<file path="config.mk">
export PLATFORM = sky130hd
export DESIGN_NAME = mem_wb_stage
export DESIGN_NICKNAME = d
export VERILOG_FILES = /design/src/rtl/riscv_pkg.sv /design/src/rtl/forwarding_unit.sv /design/src/rtl/mem_wb_stage.sv
export SDC_FILE = /design/constraint.sdc
export NUM_CORES = 1
export LEC_CHECK = 0
export ABC_AREA = 0
export BUFFER_PORTS_ARGS = -buffer_cell sky130_fd_sc_hd__buf_4
export CORE_AREA = 2 2 217 219
export DETAILED_ROUTE_END_ITERATION = 6
export DIE_AREA = 0 0 219 221
export GPL_TIMING_DRIVEN = 0
export PLACE_DENSITY_LB_ADDON = 0.2
export SLEW_MARGIN = 20
export SYNTH_ARGS = -nofsm -noshare
export SYNTH_HDL_FRONTEND = slang
export SYNTH_SLANG_ARGS = --single-unit
</file>
<file path="constraint.sdc">
create_clock -name clk -period 2.2 [get_ports clk]
set_clock_uncertainty 0.05 [all_clocks]
set_input_delay 0.11 -clock clk [delete_from_list [all_inputs] [get_ports clk]]
set_output_delay 0.11 -clock clk [all_outputs]
set_load 0.005 [all_outputs]
</file>
<file path="src/rtl/riscv_pkg.sv">
`default_nettype none
// ============================================================================
// Module   : riscv_pkg
// Brief    : Shared widths, MEM-stage FSM states and forwarding-select codes.
// Revision : 1.0 - initial release
// ============================================================================
package riscv_pkg;

  localparam int XLEN       = 64;
  localparam int REG_ADDR_W = 5;

  typedef enum logic [1:0] {
    IDLE     = 2'd0,
    REQ      = 2'd1,
    WAIT_RSP = 2'd2
  } mem_state_t;

  localparam logic [1:0] FWD_RF  = 2'b00;
  localparam logic [1:0] FWD_WB  = 2'b01;
  localparam logic [1:0] FWD_MEM = 2'b10;

  // The youngest producer (EX/MEM) takes priority over MEM/WB; x0 is never forwarded.
  function automatic logic [1:0] fwd_sel(
    input logic                  mem_ok,
    input logic [REG_ADDR_W-1:0] mem_rd,
    input logic                  wb_we,
    input logic [REG_ADDR_W-1:0] wb_rd,
    input logic [REG_ADDR_W-1:0] rs
  );
    if (mem_ok && (mem_rd != '0) && (mem_rd == rs))
      return FWD_MEM;
    else if (wb_we && (wb_rd != '0) && (wb_rd == rs))
      return FWD_WB;
    else
      return FWD_RF;
  endfunction

endpackage
`default_nettype wire

</file>
<file path="src/rtl/forwarding_unit.sv">
`default_nettype none
// ============================================================================
// Module   : forwarding_unit
// Brief    : Combinational ForwardA/ForwardB select generation for EX muxes.
// Revision : 1.0 - initial release
// ============================================================================
module forwarding_unit
  import riscv_pkg::*;
(
  input  logic                  ex_mem_valid,
  input  logic                  ex_mem_regwrite,
  input  logic                  ex_mem_memtoreg,
  input  logic [REG_ADDR_W-1:0] ex_mem_rd,
  input  logic                  mem_wb_regwrite,
  input  logic [REG_ADDR_W-1:0] mem_wb_rd,
  input  logic [REG_ADDR_W-1:0] id_ex_rs1,
  input  logic [REG_ADDR_W-1:0] id_ex_rs2,
  output logic [1:0]            forward_a,
  output logic [1:0]            forward_b
);

  logic w_mem_ok;

  // A load in EX/MEM has no data yet, so it cannot feed the EX mux.
  assign w_mem_ok  = ex_mem_valid & ex_mem_regwrite & ~ex_mem_memtoreg;
  assign forward_a = fwd_sel(w_mem_ok, ex_mem_rd, mem_wb_regwrite, mem_wb_rd, id_ex_rs1);
  assign forward_b = fwd_sel(w_mem_ok, ex_mem_rd, mem_wb_regwrite, mem_wb_rd, id_ex_rs2);

endmodule
`default_nettype wire

</file>
<file path="src/rtl/mem_wb_stage.sv">
`default_nettype none
// ============================================================================
// Module   : mem_wb_stage
// Brief    : RV64 MEM stage (dmem handshake, branch resolve) + MEM/WB register.
// Revision : 1.0 - initial release
// ============================================================================
module mem_wb_stage
  import riscv_pkg::*;
(
  input  logic                  clk,
  input  logic                  reset,
  input  logic                  ex_mem_valid,
  input  logic [REG_ADDR_W-1:0] ex_mem_rd,
  input  logic [XLEN-1:0]       ex_mem_alu,
  input  logic [XLEN-1:0]       ex_mem_store_data,
  input  logic                  ex_mem_zero,
  input  logic [XLEN-1:0]       ex_mem_branch_target,
  input  logic                  ex_mem_branch,
  input  logic                  ex_mem_memread,
  input  logic                  ex_mem_memwrite,
  input  logic                  ex_mem_regwrite,
  input  logic                  ex_mem_memtoreg,
  input  logic [REG_ADDR_W-1:0] id_ex_rs1,
  input  logic [REG_ADDR_W-1:0] id_ex_rs2,
  output logic                  dmem_req,
  output logic                  dmem_we,
  output logic [XLEN-1:0]       dmem_addr,
  output logic [XLEN-1:0]       dmem_wdata,
  input  logic                  dmem_gnt,
  input  logic                  dmem_rvalid,
  input  logic [XLEN-1:0]       dmem_rdata,
  output logic                  mem_stall,
  output logic                  pc_src,
  output logic [XLEN-1:0]       branch_target,
  output logic [REG_ADDR_W-1:0] mem_wb_rd,
  output logic                  mem_wb_regwrite,
  output logic [XLEN-1:0]       mem_wb_data,
  output logic [1:0]            forward_a,
  output logic [1:0]            forward_b,
  output logic                  misalign_err
);

  mem_state_t            r_state;
  logic [REG_ADDR_W-1:0] r_wb_rd;
  logic                  r_wb_regwrite;
  logic [XLEN-1:0]       r_wb_data;
  logic                  r_misalign_err;

  logic w_mem_op;
  logic w_misalign;
  logic w_req;
  logic w_complete;
  logic w_mis_drop;

  always_comb begin
    w_mem_op   = ex_mem_valid & (ex_mem_memread | ex_mem_memwrite);
    w_misalign = (ex_mem_alu[2:0] != 3'b000);
    w_req      = 1'b0;
    w_complete = 1'b0;
    w_mis_drop = 1'b0;
    case (r_state)
      IDLE: begin
        if (w_mem_op) begin
          if (w_misalign) begin
            w_mis_drop = 1'b1;
            w_complete = 1'b1;
          end else begin
            w_req      = 1'b1;
            w_complete = dmem_gnt & ex_mem_memwrite;
          end
        end else begin
          w_complete = ex_mem_valid;
        end
      end
      REQ: begin
        w_req      = 1'b1;
        w_complete = dmem_gnt & ex_mem_memwrite;
      end
      WAIT_RSP: w_complete = dmem_rvalid;
      default: w_complete = 1'b0;
    endcase
  end

  assign dmem_req      = w_req;
  assign dmem_we       = ex_mem_memwrite;
  assign dmem_addr     = ex_mem_alu;
  assign dmem_wdata    = ex_mem_store_data;
  assign mem_stall     = w_mem_op & ~w_complete;
  assign pc_src        = ex_mem_valid & ex_mem_branch & ex_mem_zero;
  assign branch_target = ex_mem_branch_target;

  always_ff @(posedge clk or negedge reset) begin
    if (!reset) begin
      r_state        <= IDLE;
      r_wb_rd        <= '0;
      r_wb_regwrite  <= 1'b0;
      r_wb_data      <= '0;
      r_misalign_err <= 1'b0;
    end else begin
      r_misalign_err <= w_mis_drop;

      case (r_state)
        IDLE, REQ: begin
          if (w_req && dmem_gnt)
            r_state <= ex_mem_memwrite ? IDLE : WAIT_RSP;
          else if (w_req)
            r_state <= REQ;
        end
        WAIT_RSP: if (dmem_rvalid) r_state <= IDLE;
        default:  r_state <= IDLE;
      endcase

      // Stalled, empty or misaligned slots become bubbles; data is left as-is.
      if (w_complete && !w_mis_drop) begin
        r_wb_rd       <= ex_mem_rd;
        r_wb_regwrite <= ex_mem_regwrite & ex_mem_valid;
        r_wb_data     <= ex_mem_memtoreg ? dmem_rdata : ex_mem_alu;
      end else begin
        r_wb_rd       <= '0;
        r_wb_regwrite <= 1'b0;
      end
    end
  end

  assign mem_wb_rd       = r_wb_rd;
  assign mem_wb_regwrite = r_wb_regwrite;
  assign mem_wb_data     = r_wb_data;
  assign misalign_err    = r_misalign_err;

  forwarding_unit u_fwd (
    .ex_mem_valid    (ex_mem_valid),
    .ex_mem_regwrite (ex_mem_regwrite),
    .ex_mem_memtoreg (ex_mem_memtoreg),
    .ex_mem_rd       (ex_mem_rd),
    .mem_wb_regwrite (r_wb_regwrite),
    .mem_wb_rd       (r_wb_rd),
    .id_ex_rs1       (id_ex_rs1),
    .id_ex_rs2       (id_ex_rs2),
    .forward_a       (forward_a),
    .forward_b       (forward_b)
  );

endmodule
`default_nettype wire

</file>
==> impl_metrics.ini, run 1 <==
[layout]
fin_nets = 1198
syn2layout_area_growth_pct = 79.3
register_area_mm2 = 0.00183
stdcell_count = 1528
fillers = 5083
num_antenna_cells = 0
layout-drive-gt1-share_pct = 84.7
multi_input_area_mm2 = 0.00213

[logic_synthesis]
synthMuxAreaShare_pct = 30.5
synthXorXnorAreaFrac_pct = 3.18
async_flop_share_pct = 100
synth_edf_count = 0
ys_warn_count = 0
syn_nets = 751
synthAdderAreaFrac_pct = 0
synth-simple-area-share_pct = 3.00
syn_inst = 469
yosysMostFrequentCell = buf_4
synth.avg_cell_area_um2 = 11.7
synth_cell_types = 30
ys_ff_latch = 73
synth-compound-area-share_pct = 1.66
yosys.area.top_type_share_pct = 33.2
syn-cell-area_mm2 = 0.00551
synth_common_cells = buf_4, dfrtp_1, mux2_2, mux2_4, xor2_1
ys.flop_type = dfrtp_1
synth_top_family_by_area = multiplexers
yosysTopAreaCell = dfrtp_1
ys_top_cells_by_area = dfrtp_1, buf_4, mux2_4, mux2_2, xor2_1
seq_area_frac_synth_pct = 33.2

[cts]
cts_tree = yes
cts_sinks = 73
numCtsBuffers = 9
path_clk_slew_ns = 0.06
worstSkewPairLatency_ns = 0.36
htreeDepth = 3
clock-root-buffer = clkbuf_16
clock_path_buffers = 2

[placed_design]
place_inst = 1500
place_congestion = 0.691
portBuffers = 423
hpwl_um = 17900

[power]
leakage_uw = 0.00508
ir_drop_mv = 0.284
p_sw_share_pct = 28.1
cellPowerDensity_mw_per_mm2 = 577
p_sw_uw = 1600
combPwrFrac_pct = 41.3
p_int_uw = 4100
share_seq_of_total_power_pct = 32.9
clock_power_share_pct = 25.9
power_uw = 5700

[global_routing]
overflow = 0
grt_max_degree = 41
grt_pass1_vias = 4883
grt_pass1_wl_um = 30500
antenna_found_initial = 0
grt_use_total_pct = 8.66

[min_path]
worstHoldPathType = primary input to register

[floorplanning]
coreArea_mm2 = 0.0461
dieArea_mm2 = 0.0484
rows = 79
start_util_pct = 12.0
die_x_um = 219
ioPinCount = 553
die_y_um = 221

[critical_path]
worst-setup-path-type = register to output port
cp_max_fo = 4
cp.required_ns = 2.04
cp-start-kind = register
crit_path_end_kind = output port
cp.arrival_ns = 1.87

[flow_run]
max-cap-violations = 0

[route]
wire_per_inst_um = 14.1
drtPass1Iterations = 3
drtIter0Drc = 62
wirelength_um = 21600
via_per_inst = 3.08
ant_nets = 0
num_vias = 4707
drc = 0

[sta]
tightest_slew_ns = 0.650
setup_viol = 0
period_share_pct = 92.2
hold_viol = 0
fmax_ghz = 0.493
slew_headroom_pct = 56.7
maxSlewViolCount = 0
rsz0062_at_grt = no
fin_crit_ns = 2.03

[run_status]
outcome = finished clean
==> power groups by stage <==
| stage | logic, µW | clock network [µW] | registers [µW] |
|---|---|---|---|
| floorplan | 1050 | 0 | 1890 |
| global placement | 2410 | 0 | 1890 |
| detailed placement | 2400 | 0 | 1890 |
| CTS | 2420 | 1580 | 1880 |
| global route | 2540 | 1630 | 1920 |
| finish | 2350 | 1470 | 1870 |
==> metrics by stage <==
| step | hold WS, ns | setup TNS [ns] | instance area, µm² | setup slack [ns] | utilization, % |
|---|---|---|---|---|---|
| after floorplan | -0.236 | 0 | 5510 | 0.376 | - |
| after global placement | 0.250 | -17.53 | 9440 | -0.764 | 20.5 |
| after detailed placement | 0.0917 | -0.532 | 9470 | -0.0588 | 20.6 |
| after CTS | 0.0103 | 0 | 9850 | 0.0199 | 21.4 |
| after global routing | 0.0305 | 0 | 9880 | 0.0148 | 21.4 |
| final | 0.0414 | 0 | 9880 | 0.171 | 21.4 |
==> layout make-up <==
type                    instances  area share, %
multi-input cells             187           21.5
repair buffers                436           33.5
flip-flops and latches         73           18.5
clock inverters                 2          0.127
clock buffers                  14           2.67
plain buffers                 208           15.9
well taps                     607           7.69
inverters                       1         0.0380
==> registers in the layout, indices dropped and copies added (netlist names) <==
name	flops
misalign_err	1
r_state	2
mem_wb_rd	5
mem_wb_data	64
mem_wb_regwrite	1
==> final timing paths <==
kind | depth (start not counted) | end | slack (ns) | startpoint
setup reg to reg | 7 | mem_wb_data[29]$_DFFE_PN0N_ | 0.19 | r_state[1]$_DFFE_PN0P_
max in group asynchronous | 3 | mem_wb_data[39]$_DFFE_PN0N_ | 1.24 | reset
setup / recovery | 5 | forward_a[0] | 0.17 | mem_wb_rd[4]$_DFF_PN0_
hold reg to reg | 1 | mem_wb_data[21]$_DFFE_PN0N_ | 0.46 | mem_wb_data[21]$_DFFE_PN0N_
min in group asynchronous | 2 | mem_wb_data[17]$_DFFE_PN0N_ | 0.22 | reset
hold / removal | 3 | mem_wb_regwrite$_DFF_PN0_ | 0.04 | ex_mem_valid
==> layer usage <==
metal	global-route usage (%)	share of wire (%)	up-vias
met1	9.58	37	2128
li1	-	-	2278
met2	15.5	52	288
met4	3.60	1.8	0
met5	0	0	-
met3	2.39	9.5	13
==> what timing repair did <==
item                                   CTS  global route
hold buffers                             8             0
endpoints found under the hold margin   41             0
gates resized for setup                  0             5
setup endpoints to repair               25             2
pin swaps                                1             0
buffers inserted                         2             2
==> kinds of logic (layout without fill, tap and decap cells) <==
logic type,count (synthesis),count (layout)
buffers and inverters,209,661
multiplexers,128,128
flip-flops,73,73
AND/OR/NAND/NOR,28,28
XOR/XNOR,20,20
AO/OA/AOI/OAI,11,11
==> critical path, cell delays in order, from the launching register on <==
cell and delay (ns):
dfrtp_1 0.42, or4_1 0.14, o21ai_1 0.07, or4_1 0.53, nor4_1 0.19, buf_4 0.16
==> cells in the final DEF (no fill, tap or decap), drive strengths merged <==
cell type | Yosys | routed
nor3 | 4 | 4
clkinv | 0 | 1
nor4 | 4 | 4
a211oi | 1 | 1
o21a | 1 | 1
xor2 | 14 | 14
dfrtp | 73 | 73
or3 | 1 | 1
o21ai | 4 | 4
inv | 1 | 1
a31o | 1 | 1
o221ai | 1 | 1
or4 | 3 | 3
dlygate4sd3 | 0 | 8
clkbuf | 7 | 21
mux2 | 128 | 128
nand3 | 2 | 2
buf | 201 | 629
clkinvlp | 0 | 1
nor2 | 4 | 4
or3b | 1 | 1
xnor2 | 6 | 6
nand3b | 1 | 1
a211o | 1 | 1
nor3b | 1 | 1
nor2b | 5 | 5
a21oi | 1 | 1
nand2 | 1 | 1
o211ai | 1 | 1
and3 | 1 | 1
(Power assumes the default switching activity.)
==> run 2: changes to the inputs <==
--- a/config.mk
+++ b/config.mk
@@ -5,11 +5,11 @@
 export SDC_FILE = /design/constraint.sdc
 export NUM_CORES = 1
 export LEC_CHECK = 0
-export ABC_AREA = 0
+export ABC_AREA = 1
 export BUFFER_PORTS_ARGS = -buffer_cell sky130_fd_sc_hd__buf_4
-export CORE_AREA = 2 2 217 219
+export CORE_AREA = 2 2 215 217
 export DETAILED_ROUTE_END_ITERATION = 6
-export DIE_AREA = 0 0 219 221
+export DIE_AREA = 0 0 217 219
 export GPL_TIMING_DRIVEN = 0
 export PLACE_DENSITY_LB_ADDON = 0.2
 export SLEW_MARGIN = 20
==> impl_metrics.ini, run 2 <==
[cts]
htreeDepth = 3
cts_tree = yes
cts_sinks = 73
path_clk_slew_ns = 0.06
clock_path_buffers = 2
numCtsBuffers = 9
worstSkewPairLatency_ns = 0.36
clock-root-buffer = clkbuf_16

[layout]
layout_common_cells = buf_4, nand2_1, dfrtp_1
layout_commonest_cell = buf_4
fillers = 5035
syn2layout_area_growth_pct = 76.5
stdcell_count = 1690
num_antenna_cells = 0
largest_register_ffs = 64
layout-drive-gt1-share_pct = 70.6
final_core_util_pct = 22.4
fin_nets = 1367

[power]
cellPowerDensity_mw_per_mm2 = 561
leakage_uw = 0.00534
ir_drop_mv = 0.267
power_uw = 5680

[critical_path]
crit_path_start = dmem_gnt
r2r-end = mem_wb_data[24]$_DFFE_PN0N_
r2r_cells = 8
cp.arrival_ns = 1.80
crit_path_end_kind = output port
cp-start-kind = primary input
r2r_slack_ns = 0.53
cp_max_fo = 10
worst-setup-path-type = primary input to output port
cp.required_ns = 2.04
reg2reg_from = r_state[0]$_DFFE_PN0P_

[min_path]
hold_end = mem_wb_data[8]$_DFFE_PN0N_
min_path_cells = 4
hp-start = dmem_rdata[8]
worstHoldPathType = primary input to register

[global_routing]
grt_max_degree = 74
grt_pass1_wl_um = 33800
antenna_found_initial = 0
grt_pass1_vias = 5505
overflow = 0
grt_use_total_pct = 9.55

[logic_synthesis]
ys_top_cells_by_area = dfrtp_1, buf_4, mux2_2, nand2_1, nand3_2
yosysTopAreaCell = dfrtp_1
synth_cell_types = 25
yosysMostFrequentCell = buf_4
synth.avg_cell_area_um2 = 8.96
seq_area_frac_synth_pct = 31.9
ys_warn_count = 0
ys.flop_type = dfrtp_1
syn-cell-area_mm2 = 0.00573
async_flop_share_pct = 100
yosys.area.top_type_share_pct = 31.9
ys_ff_latch = 73
syn_nets = 922
synth_common_cells = buf_4, nand2_1, dfrtp_1
syn_inst = 640
synth_edf_count = 0

[floorplanning]
start_util_pct = 12.7
dieArea_mm2 = 0.0475
coreArea_mm2 = 0.0451
die_y_um = 219
rows = 78
die_x_um = 217
ioPinCount = 553

[sta]
rsz0062_at_grt = no
fin_crit_ns = 1.96
period_share_pct = 89.2
tightest_slew_ns = 0.764
hold_viol = 0
tns_ns = 0
setup_viol = 0
slew_headroom_pct = 49.1
fmax_ghz = 0.510
maxSlewViolCount = 0

[route]
via_per_inst = 3.27
ant_nets = 0
drtPass1Iterations = 4
wire_per_inst_um = 14.4
num_vias = 5532
drtIter0Drc = 158
drc = 0
wirelength_um = 24300

[placed_design]
place_inst = 1663
hpwl_um = 19900
portBuffers = 423
place_congestion = 0.752

[run_status]
outcome = finished clean

[flow_run]
max-cap-violations = 0
==> run 2: final cells by class <==
type | instances | area [µm²] | share of cell area (%)
sequential | 73 | 1830 | 18.1
buffer | 221 | 1690 | 16.7
clock inverter | 6 | 105 | 1.04
clock buffer | 10 | 239 | 2.36
multi-input combinational | 334 | 2170 | 21.4
timing repair buffer | 434 | 3290 | 32.5
inverter | 12 | 45.0 | 0.445
tap | 600 | 751 | 7.42
==> run 2: what timing repair did <==
action / 4_1_cts / 5_1_grt
hold endpoints to repair: 81 / 0
hold buffers: 11 / 0
resized for setup: 0 / 0
buffers inserted: 0 / 0
==> run 2: metal layers <==
metal | GRT usage, % | up-vias | routed length [µm]
li1 | - | 2746 | -
met3 | 2.79 | 14 | 2000
met4 | 3.01 | 0 | 342
met5 | 0 | - | 0
met2 | 17.0 | 281 | 12500
met1 | 11.0 | 2491 | 9520
==> run 2: worst max-delay path, stage by stage <==
cell and delay (ns):
dlygate4sd3_1 0.55, buf_4 0.15, nand2_1 0.12, nand3_1 0.15, o21bai_4 0.16, nand2_4 0.08, buf_2 0.21, nor2_1 0.14
buf_4 0.14
==> run 2: how the worst max path moves through the flow <==
| stage | cells past startpoint | to | slack [ns] |
|---|---|---|---|
| 2_1_floorplan | 8 | mem_wb_data[24]$_DFFE_PN0N_ | 0.88 |
| 3_3_place_gp | 8 | mem_wb_data[9]$_DFFE_PN0N_ | 0.39 |
| 3_5_place_dp | 8 | mem_wb_data[27]$_DFFE_PN0N_ | 0.40 |
| 4_1_cts | 9 | mem_stall | 0.20 |
| 5_1_grt | 9 | mem_stall | 0.13 |
| 6_report | 9 | mem_stall | 0.24 |
==> run 2: metrics by stage <==
stage | setup slack, ns | cell area [µm²] | hold slack [ns]
5_1_grt | 0.129 | 10100 | 0.0565
3_5_place_dp | 0.405 | 9660 | 0.322
4_1_cts | 0.200 | 10100 | 0.0333
3_3_place_gp | 0.388 | 9660 | 0.315
6_report | 0.238 | 10100 | 0.0672
2_1_floorplan | 0.880 | 5730 | -0.236
==> run 2: kinds of logic after synthesis <==
logic type / count (synthesis) / share of synthesized area (%)
DFF: 73 / 31.9
AOI/OAI and AO/OA: 6 / 0.829
muxes: 63 / 12.4
xor gates and xnor gates: 20 / 3.05
buffers and inverters: 233 / 30.3
and+or+nand+nor: 245 / 21.6
==> run 2: where the power goes <==
part           total (µW)  internal [µW]  switching (µW)
clock network        1770           1130             635
logic                2130           1260             874
registers            1780           1620             167
total                5680           4010            1680
